`config.mk`:
```
export PLATFORM = sky130hd
export DESIGN_NAME = i2c_mst_ctrl_byte_flat
export DESIGN_NICKNAME = d
export VERILOG_FILES = /design/src/rtl/i2c_mst_ctrl_byte_if.sv /design/src/rtl/i2c_mst_ctrl_byte.sv /design/src/flat_wrapper.sv
export SDC_FILE = /design/constraint.sdc
export NUM_CORES = 1
export LEC_CHECK = 0
export ABC_CLOCK_PERIOD_IN_PS = 1900
export CORE_UTILIZATION = 45
export DETAILED_ROUTE_END_ITERATION = 12
export PLACE_DENSITY_LB_ADDON = 0.05
export SETUP_SLACK_MARGIN = 0.2
export SYNTH_ARGS = -nofsm -noshare
export SYNTH_HDL_FRONTEND = slang
export SYNTH_SLANG_ARGS = --single-unit
export TNS_END_PERCENT = 1
```
`constraint.sdc`:
```
create_clock -name clk -period 1.9 [get_ports clk]
set_input_delay 0.38 -clock clk [delete_from_list [all_inputs] [get_ports clk]]
set_output_delay 0.38 -clock clk [all_outputs]
set_load 0.03 [all_outputs]
```
`src/rtl/i2c_mst_ctrl_byte_if.sv`:
```
// Host- and phy-facing signal bundle for the I2C byte command sequencer.
// The master modport is the sequencer itself; slave is the host/phy side.
interface i2c_mst_ctrl_byte_if;
  logic       ena;
  logic       start;
  logic       stop;
  logic       read;
  logic       write;
  logic       ack_in;
  logic [7:0] din;
  logic       cmd_ack;
  logic       ack_out;
  logic [7:0] dout;
  logic       i2c_al;
  logic [3:0] bit_cmd;
  logic       bit_din;
  logic       bit_ack;
  logic       bit_al;
  logic       bit_dout;

  modport master (
    input  ena, start, stop, read, write, ack_in, din,
    input  bit_ack, bit_al, bit_dout,
    output cmd_ack, ack_out, dout, i2c_al, bit_cmd, bit_din
  );

  modport slave (
    output ena, start, stop, read, write, ack_in, din,
    output bit_ack, bit_al, bit_dout,
    input  cmd_ack, ack_out, dout, i2c_al, bit_cmd, bit_din
  );
endinterface

```
`src/rtl/i2c_mst_ctrl_byte.sv`:
```
// Byte-level I2C command sequencer: splits start/write/read/stop byte commands into
// single-bit phy commands, shifting data MSB-first and handling the ACK slot.
module i2c_mst_ctrl_byte (
  input  logic                  clk,
  input  logic                  rstn,
  i2c_mst_ctrl_byte_if.master   bus
);

  typedef enum logic [2:0] {StIdle, StStart, StWrite, StRead, StAck, StStop} state_e;

  localparam logic [3:0] CmdNop   = 4'b0000;
  localparam logic [3:0] CmdStart = 4'b0001;
  localparam logic [3:0] CmdStop  = 4'b0010;
  localparam logic [3:0] CmdWrite = 4'b0100;
  localparam logic [3:0] CmdRead  = 4'b1000;

  state_e     state_q, state_d;
  logic [7:0] sr_q, sr_d;
  logic [2:0] cnt_q, cnt_d;
  logic [3:0] bit_cmd_q, bit_cmd_d;
  logic       bit_din_q, bit_din_d;
  logic       cmd_ack_q, cmd_ack_d;
  logic       ack_out_q, ack_out_d;
  logic       i2c_al_q, i2c_al_d;
  logic       go;

  // The registered cmd_ack blocks a re-trigger while the host is dropping its request.
  assign go = (bus.read | bus.write | bus.stop) & ~cmd_ack_q & bus.ena;

  always_comb begin
    state_d   = state_q;
    sr_d      = sr_q;
    cnt_d     = cnt_q;
    bit_cmd_d = bit_cmd_q;
    bit_din_d = bit_din_q;
    ack_out_d = ack_out_q;
    cmd_ack_d = 1'b0;
    i2c_al_d  = 1'b0;

    if (bus.bit_al) begin
      state_d   = StIdle;
      bit_cmd_d = CmdNop;
      i2c_al_d  = 1'b1;
    end else if (!bus.ena) begin
      state_d   = StIdle;
      bit_cmd_d = CmdNop;
    end else begin
      unique case (state_q)
        StIdle: begin
          if (go) begin
            sr_d  = bus.din;
            cnt_d = 3'd7;
            if (bus.start) begin
              state_d   = StStart;
              bit_cmd_d = CmdStart;
            end else if (bus.read) begin
              state_d   = StRead;
              bit_cmd_d = CmdRead;
            end else if (bus.write) begin
              state_d   = StWrite;
              bit_cmd_d = CmdWrite;
              bit_din_d = bus.din[7];
            end else begin
              state_d   = StStop;
              bit_cmd_d = CmdStop;
            end
          end
        end

        StStart: begin
          if (bus.bit_ack) begin
            if (bus.read) begin
              state_d   = StRead;
              bit_cmd_d = CmdRead;
            end else begin
              state_d   = StWrite;
              bit_cmd_d = CmdWrite;
              bit_din_d = sr_q[7];
            end
          end
        end

        StWrite, StRead: begin
          if (bus.bit_ack) begin
            sr_d = {sr_q[6:0], bus.bit_dout};
            if (cnt_q != 3'd0) begin
              cnt_d = cnt_q - 3'd1;
              // sr_q[6] becomes the MSB after this shift.
              if (state_q == StWrite) bit_din_d = sr_q[6];
            end else begin
              state_d = StAck;
              if (state_q == StWrite) begin
                bit_cmd_d = CmdRead;
              end else begin
                bit_cmd_d = CmdWrite;
                bit_din_d = bus.ack_in;
              end
            end
          end
        end

        StAck: begin
          if (bus.bit_ack) begin
            ack_out_d = bus.bit_dout;
            if (bus.stop) begin
              state_d   = StStop;
              bit_cmd_d = CmdStop;
            end else begin
              state_d   = StIdle;
              bit_cmd_d = CmdNop;
              cmd_ack_d = 1'b1;
            end
          end
        end

        StStop: begin
          if (bus.bit_ack) begin
            state_d   = StIdle;
            bit_cmd_d = CmdNop;
            cmd_ack_d = 1'b1;
          end
        end

        default: begin
          state_d   = StIdle;
          bit_cmd_d = CmdNop;
        end
      endcase
    end
  end

  always_ff @(posedge clk or negedge rstn) begin
    if (!rstn) begin
      state_q   <= StIdle;
      sr_q      <= 8'h00;
      cnt_q     <= 3'd0;
      bit_cmd_q <= CmdNop;
      bit_din_q <= 1'b0;
      cmd_ack_q <= 1'b0;
      ack_out_q <= 1'b0;
      i2c_al_q  <= 1'b0;
    end else begin
      state_q   <= state_d;
      sr_q      <= sr_d;
      cnt_q     <= cnt_d;
      bit_cmd_q <= bit_cmd_d;
      bit_din_q <= bit_din_d;
      cmd_ack_q <= cmd_ack_d;
      ack_out_q <= ack_out_d;
      i2c_al_q  <= i2c_al_d;
    end
  end

  assign bus.cmd_ack = cmd_ack_q;
  assign bus.ack_out = ack_out_q;
  assign bus.dout    = sr_q;
  assign bus.i2c_al  = i2c_al_q;
  assign bus.bit_cmd = bit_cmd_q;
  assign bus.bit_din = bit_din_q;

endmodule
```
`src/flat_wrapper.sv`:
```
// flat-port wrapper written by rule: the top's interface ports become plain ports
module i2c_mst_ctrl_byte_flat 
  (clk, rstn, bus_ena, bus_start, bus_stop, bus_read, bus_write, bus_ack_in, bus_din, bus_bit_ack, bus_bit_al, bus_bit_dout, bus_cmd_ack, bus_ack_out, bus_dout, bus_i2c_al, bus_bit_cmd, bus_bit_din);
  i2c_mst_ctrl_byte_if bus_i ();
  input  logic clk;
  input  logic rstn;
  input wire logic [$bits(bus_i.ena)-1:0] bus_ena;
  input wire logic [$bits(bus_i.start)-1:0] bus_start;
  input wire logic [$bits(bus_i.stop)-1:0] bus_stop;
  input wire logic [$bits(bus_i.read)-1:0] bus_read;
  input wire logic [$bits(bus_i.write)-1:0] bus_write;
  input wire logic [$bits(bus_i.ack_in)-1:0] bus_ack_in;
  input wire logic [$bits(bus_i.din)-1:0] bus_din;
  input wire logic [$bits(bus_i.bit_ack)-1:0] bus_bit_ack;
  input wire logic [$bits(bus_i.bit_al)-1:0] bus_bit_al;
  input wire logic [$bits(bus_i.bit_dout)-1:0] bus_bit_dout;
  output wire logic [$bits(bus_i.cmd_ack)-1:0] bus_cmd_ack;
  output wire logic [$bits(bus_i.ack_out)-1:0] bus_ack_out;
  output wire logic [$bits(bus_i.dout)-1:0] bus_dout;
  output wire logic [$bits(bus_i.i2c_al)-1:0] bus_i2c_al;
  output wire logic [$bits(bus_i.bit_cmd)-1:0] bus_bit_cmd;
  output wire logic [$bits(bus_i.bit_din)-1:0] bus_bit_din;
  assign bus_i.ena = bus_ena;
  assign bus_i.start = bus_start;
  assign bus_i.stop = bus_stop;
  assign bus_i.read = bus_read;
  assign bus_i.write = bus_write;
  assign bus_i.ack_in = bus_ack_in;
  assign bus_i.din = bus_din;
  assign bus_i.bit_ack = bus_bit_ack;
  assign bus_i.bit_al = bus_bit_al;
  assign bus_i.bit_dout = bus_bit_dout;
  assign bus_cmd_ack = bus_i.cmd_ack;
  assign bus_ack_out = bus_i.ack_out;
  assign bus_dout = bus_i.dout;
  assign bus_i2c_al = bus_i.i2c_al;
  assign bus_bit_cmd = bus_i.bit_cmd;
  assign bus_bit_din = bus_i.bit_din;
  i2c_mst_ctrl_byte u_core (.clk(clk), .rstn(rstn), .bus(bus_i));
endmodule
```
==> results.sh <==
export IMPL_status="complete, no violations"
export IMPL_synth_net_count=155
export IMPL_rr_worst_depth=5
export IMPL_power_switching_fraction_pct=34.6
export IMPL_post_synth_instance_area_um2=1270
export IMPL_total_leakage_power_nw=0.878
export IMPL_final_min_clock_period_ns=1.79
export IMPL_global_route_overflow_total=0
export IMPL_critPathRequiredTime_ns=1.52
export IMPL_setup_tns_final_ns=0
export IMPL_layout_cells_most_common_list="clkdlybuf4s50_1 (28), dfrtp_1 (21), buf_4 (17)"
export IMPL_ant_nets=0
export IMPL_p_int_mw=0.868
export IMPL_setup_viol=0
export IMPL_comb_power_share_pct=35.7
export IMPL_timing_max_slew_rel_slack_pct=63.2
export IMPL_die_width_um=55.1
export IMPL_clock_skew_ns=0.00702
export IMPL_irDropWorstVdd_mv=0.647
export IMPL_post_drt_via_cell_ratio=5.56
export IMPL_post_route_cells_drive_above_1_share_pct=18.6
export IMPL_placement_io_buffers=34
export IMPL_critical_path_cell_with_the_highest_stage_delay="clkdlybuf4s50_1"
export IMPL_clkTransAtPathRegs_ns=0.13
export IMPL_drt_iter0_markers=47
export IMPL_ys_seq_area_share_pct=43.3
export IMPL_synth_lib_cells_used_distinct=36
export IMPL_critPathMaxStageDelay_ns=0.68
export IMPL_synth_top_cell_area_share_pct=43.3
export IMPL_numCtsBuffers=3
export IMPL_clk_insertion_delay_late_ns=0.32
export IMPL_critical_path_cell_chain="clkdlybuf4s50_1"
export IMPL_switchingPower_mw=0.460
export IMPL_vias_post_dr=1185
export IMPL_num_nets_final=205
export IMPL_clk_root_buffer_cell="clkbuf_4"
export IMPL_post_cts_hold_buffer_count=0
export IMPL_timing_critical_path_from_type="register"
export IMPL_synth_top_cells_by_area="dfrtp_1 (43%), mux2i_1 (10%), o21ai_0 (6.3%)"
export IMPL_dr_pass1_iters=4
export IMPL_power_density_nw_per_um2=732
export IMPL_dpl_instance_area_um2=1730
export IMPL_ys_warnings_count=0
export IMPL_synth_cells=134
export IMPL_ys_seq_elements=22
export IMPL_count_of_maximum_capacitance_violations=0
export IMPL_die_area_um2=3040
export IMPL_critPathArrivalTime_ns=1.41
export IMPL_clock_sinks=22
export IMPL_yosysTopAreaCell="dfrtp_1"
export IMPL_routed_wirelength_mm=3.13
export IMPL_cts_tree="done"
export IMPL_worst_path_max_fanout=3
export IMPL_min_period_over_period_pct=94.3
export IMPL_startpoint="u_core.bus.dout[4]"
export IMPL_num_io_pins=35
export IMPL_crit_path_end_kind="output pin"
export IMPL_timing_final_hold_violations=0
export IMPL_first_pass_grt_wire_length_mm=4.97
export IMPL_clock_tree_buffer_depth=2
export IMPL_timing_rr_start="u_core.state_q[0]"
export IMPL_antenna_violations_before_repair=0
export IMPL_multi_input_area_um2=674
export IMPL_grt_setup_unrepaired="yes"
export IMPL_max_freq_ghz=0.558
export IMPL_hold_class="in -> async"
export IMPL_total_power_mw=1.33
export IMPL_reg2reg_to="u_core.bus.dout[4]"
export IMPL_drt_drc_violations_left=0
export IMPL_antennaDiodeCount=0
export IMPL_avgRoutedWirePerCell_um=14.7
export IMPL_tightestPinTransition_ns=0.539
export IMPL_area_delta_synth_final_pct=42.8
export IMPL_sequentialPowerShare_pct=43.9
export IMPL_crit_path_buf_inv_count=1
export IMPL_hpwl_mm=2.31
export IMPL_power_clock_fraction_pct=20.4
export IMPL_gpl_final_weighted_congestion=0.932
export IMPL_grt_start_max_net_pins=23
export IMPL_cpLargestDelayFamily="buffers and inverters"
export IMPL_filler_cell_count=194
export IMPL_final_cell_area_um2=1810
export IMPL_setup_reg_to_reg_worst_slack_ns=0.15
export IMPL_criticalPathCategory="reg -> out"
export IMPL_htree_num_levels=1
export IMPL_chipHeight_um=55.1
export IMPL_mostFrequentLayoutCell="clkdlybuf4s50_1"
export IMPL_timing_max_transition_violations_final=0
export IMPL_final_seq_area_um2=552
export IMPL_setup_worst_path_end="bus_dout[4]"
export IMPL_placeableCoreArea_um2=2570
export IMPL_syn_mean_instance_area_um2=9.48
export IMPL_floorplan_rows=18
export IMPL_grt_pass1_vias=1108
export IMPL_timing_critical_path_depth=1
export IMPL_initial_utilization_pct=49.5
export IMPL_grt_util_all_layers_pct=23.1
## repair_timing
| item | in CTS | in global routing |
|---|---|---|
| gates resized for setup | 5 | 8 |
| pin swaps | 0 | 2 |
| setup buffers | 1 | 0 |
| endpoints found under the setup margin | 31 | 33 |
## routing by layer
metal	vias up	track usage, %	part of all wire, %
li1	576	-	-
met1	548	31.1	44
met5	-	0	0
met2	56	37.3	48
met3	5	3.83	6.5
met4	0	7.92	1.2
## cells in the mapped netlist
cell type,n
mux2i_1,13
dfrtp_1,22
o211ai_1,3
o221ai_1,1
o311a_1,1
nor3_2,1
a211oi_1,2
nor4b_1,1
xor2_1,1
nand2_1,14
o21bai_1,1
and2_2,1
ha_1,2
a21boi_0,1
or3_1,1
nand2b_1,3
mux2_2,2
a22oi_1,1
buf_6,3
nand4_1,1
clkbuf_8,1
a2111oi_0,1
nor3_1,5
nor2b_1,4
nor2_1,8
buf_2,3
nor4_1,1
nand3_1,3
a21oi_1,4
inv_1,6
or3b_1,1
o21ai_1,3
o21ai_0,16
a311oi_1,1
or2_0,1
and3b_2,1
## area by class of cell
class,count,area share (%)
flip-flops and latches,22,30.4
well taps,30,2.07
inverters,6,1.24
clock buffers,4,2.00
multi-input cells,99,37.2
repair buffers,52,27.1
## registers in the layout (all words and copies together) (netlist names)
| signal | count |
|---|---|
| u_core.bus.ack_out | 1 |
| u_core.bus.bit_cmd | 4 |
| u_core.bus.bit_din | 1 |
| u_core.bus.cmd_ack | 1 |
| u_core.bus.dout | 8 |
| u_core.bus.i2c_al | 1 |
| u_core.cnt_q | 3 |
| u_core.state_q | 3 |
## worst min path at each step
stage,cells after the start,end
3_5_place_dp,2,u_core.bus.dout[2]
3_3_place_gp,2,u_core.bus.dout[3]
6_report,2,u_core.bus.bit_cmd[3]
4_1_cts,2,u_core.bus.bit_cmd[3]
5_1_grt,2,u_core.state_q[0]
2_1_floorplan,0,u_core.bus.ack_out
## worst register-to-register path, cell delays in order (launching register included)
cell and delay [ns]:
dfrtp_1 0.51, or2_1 0.38, nor4b_2 0.31, o21ai_1 0.09, buf_4 0.18, o21ai_0 0.21
## cell families (layout without fill, tap and decap cells)
| group | after synthesis | count (layout) | share of synthesized area (%) |
|---|---|---|---|
| multiplexers | 15 | 15 | 12.0 |
| flip-flops | 22 | 22 | 43.3 |
| XOR/XNOR | 1 | 1 | 0.690 |
| adder cells (fa/ha/maj) | 2 | 2 | 1.97 |
| AO/OA/AOI/OAI | 35 | 35 | 16.7 |
| AND/OR/NAND/NOR | 46 | 46 | 18.6 |
| buffers and inverters | 13 | 62 | 6.70 |
## metrics by stage
stage | hold slack (ns) | utilization (%) | setup slack, ns | instances
6_report | 0.390 | 70.6 | 0.108 | 213
5_1_grt | 0.450 | 70.6 | 0.0658 | 213
4_1_cts | 0.416 | 69.6 | 0.0929 | 213
3_5_place_dp | 0.497 | 67.3 | -0.271 | 208
3_3_place_gp | 0.487 | 67.3 | -0.202 | 208
2_1_floorplan | 0.0844 | - | 0.184 | 134
## power by group through the flow
stage	clock (mW)	sequential, mW	combinational, mW
5_1_grt	0.285	0.593	0.512
3_3_place_gp	0	0.587	0.458
6_report	0.271	0.582	0.474
3_5_place_dp	0	0.591	0.465
4_1_cts	0.268	0.582	0.473
2_1_floorplan	0	0.693	0.145
No activity file was read; power rests on OpenSTA's default activity.
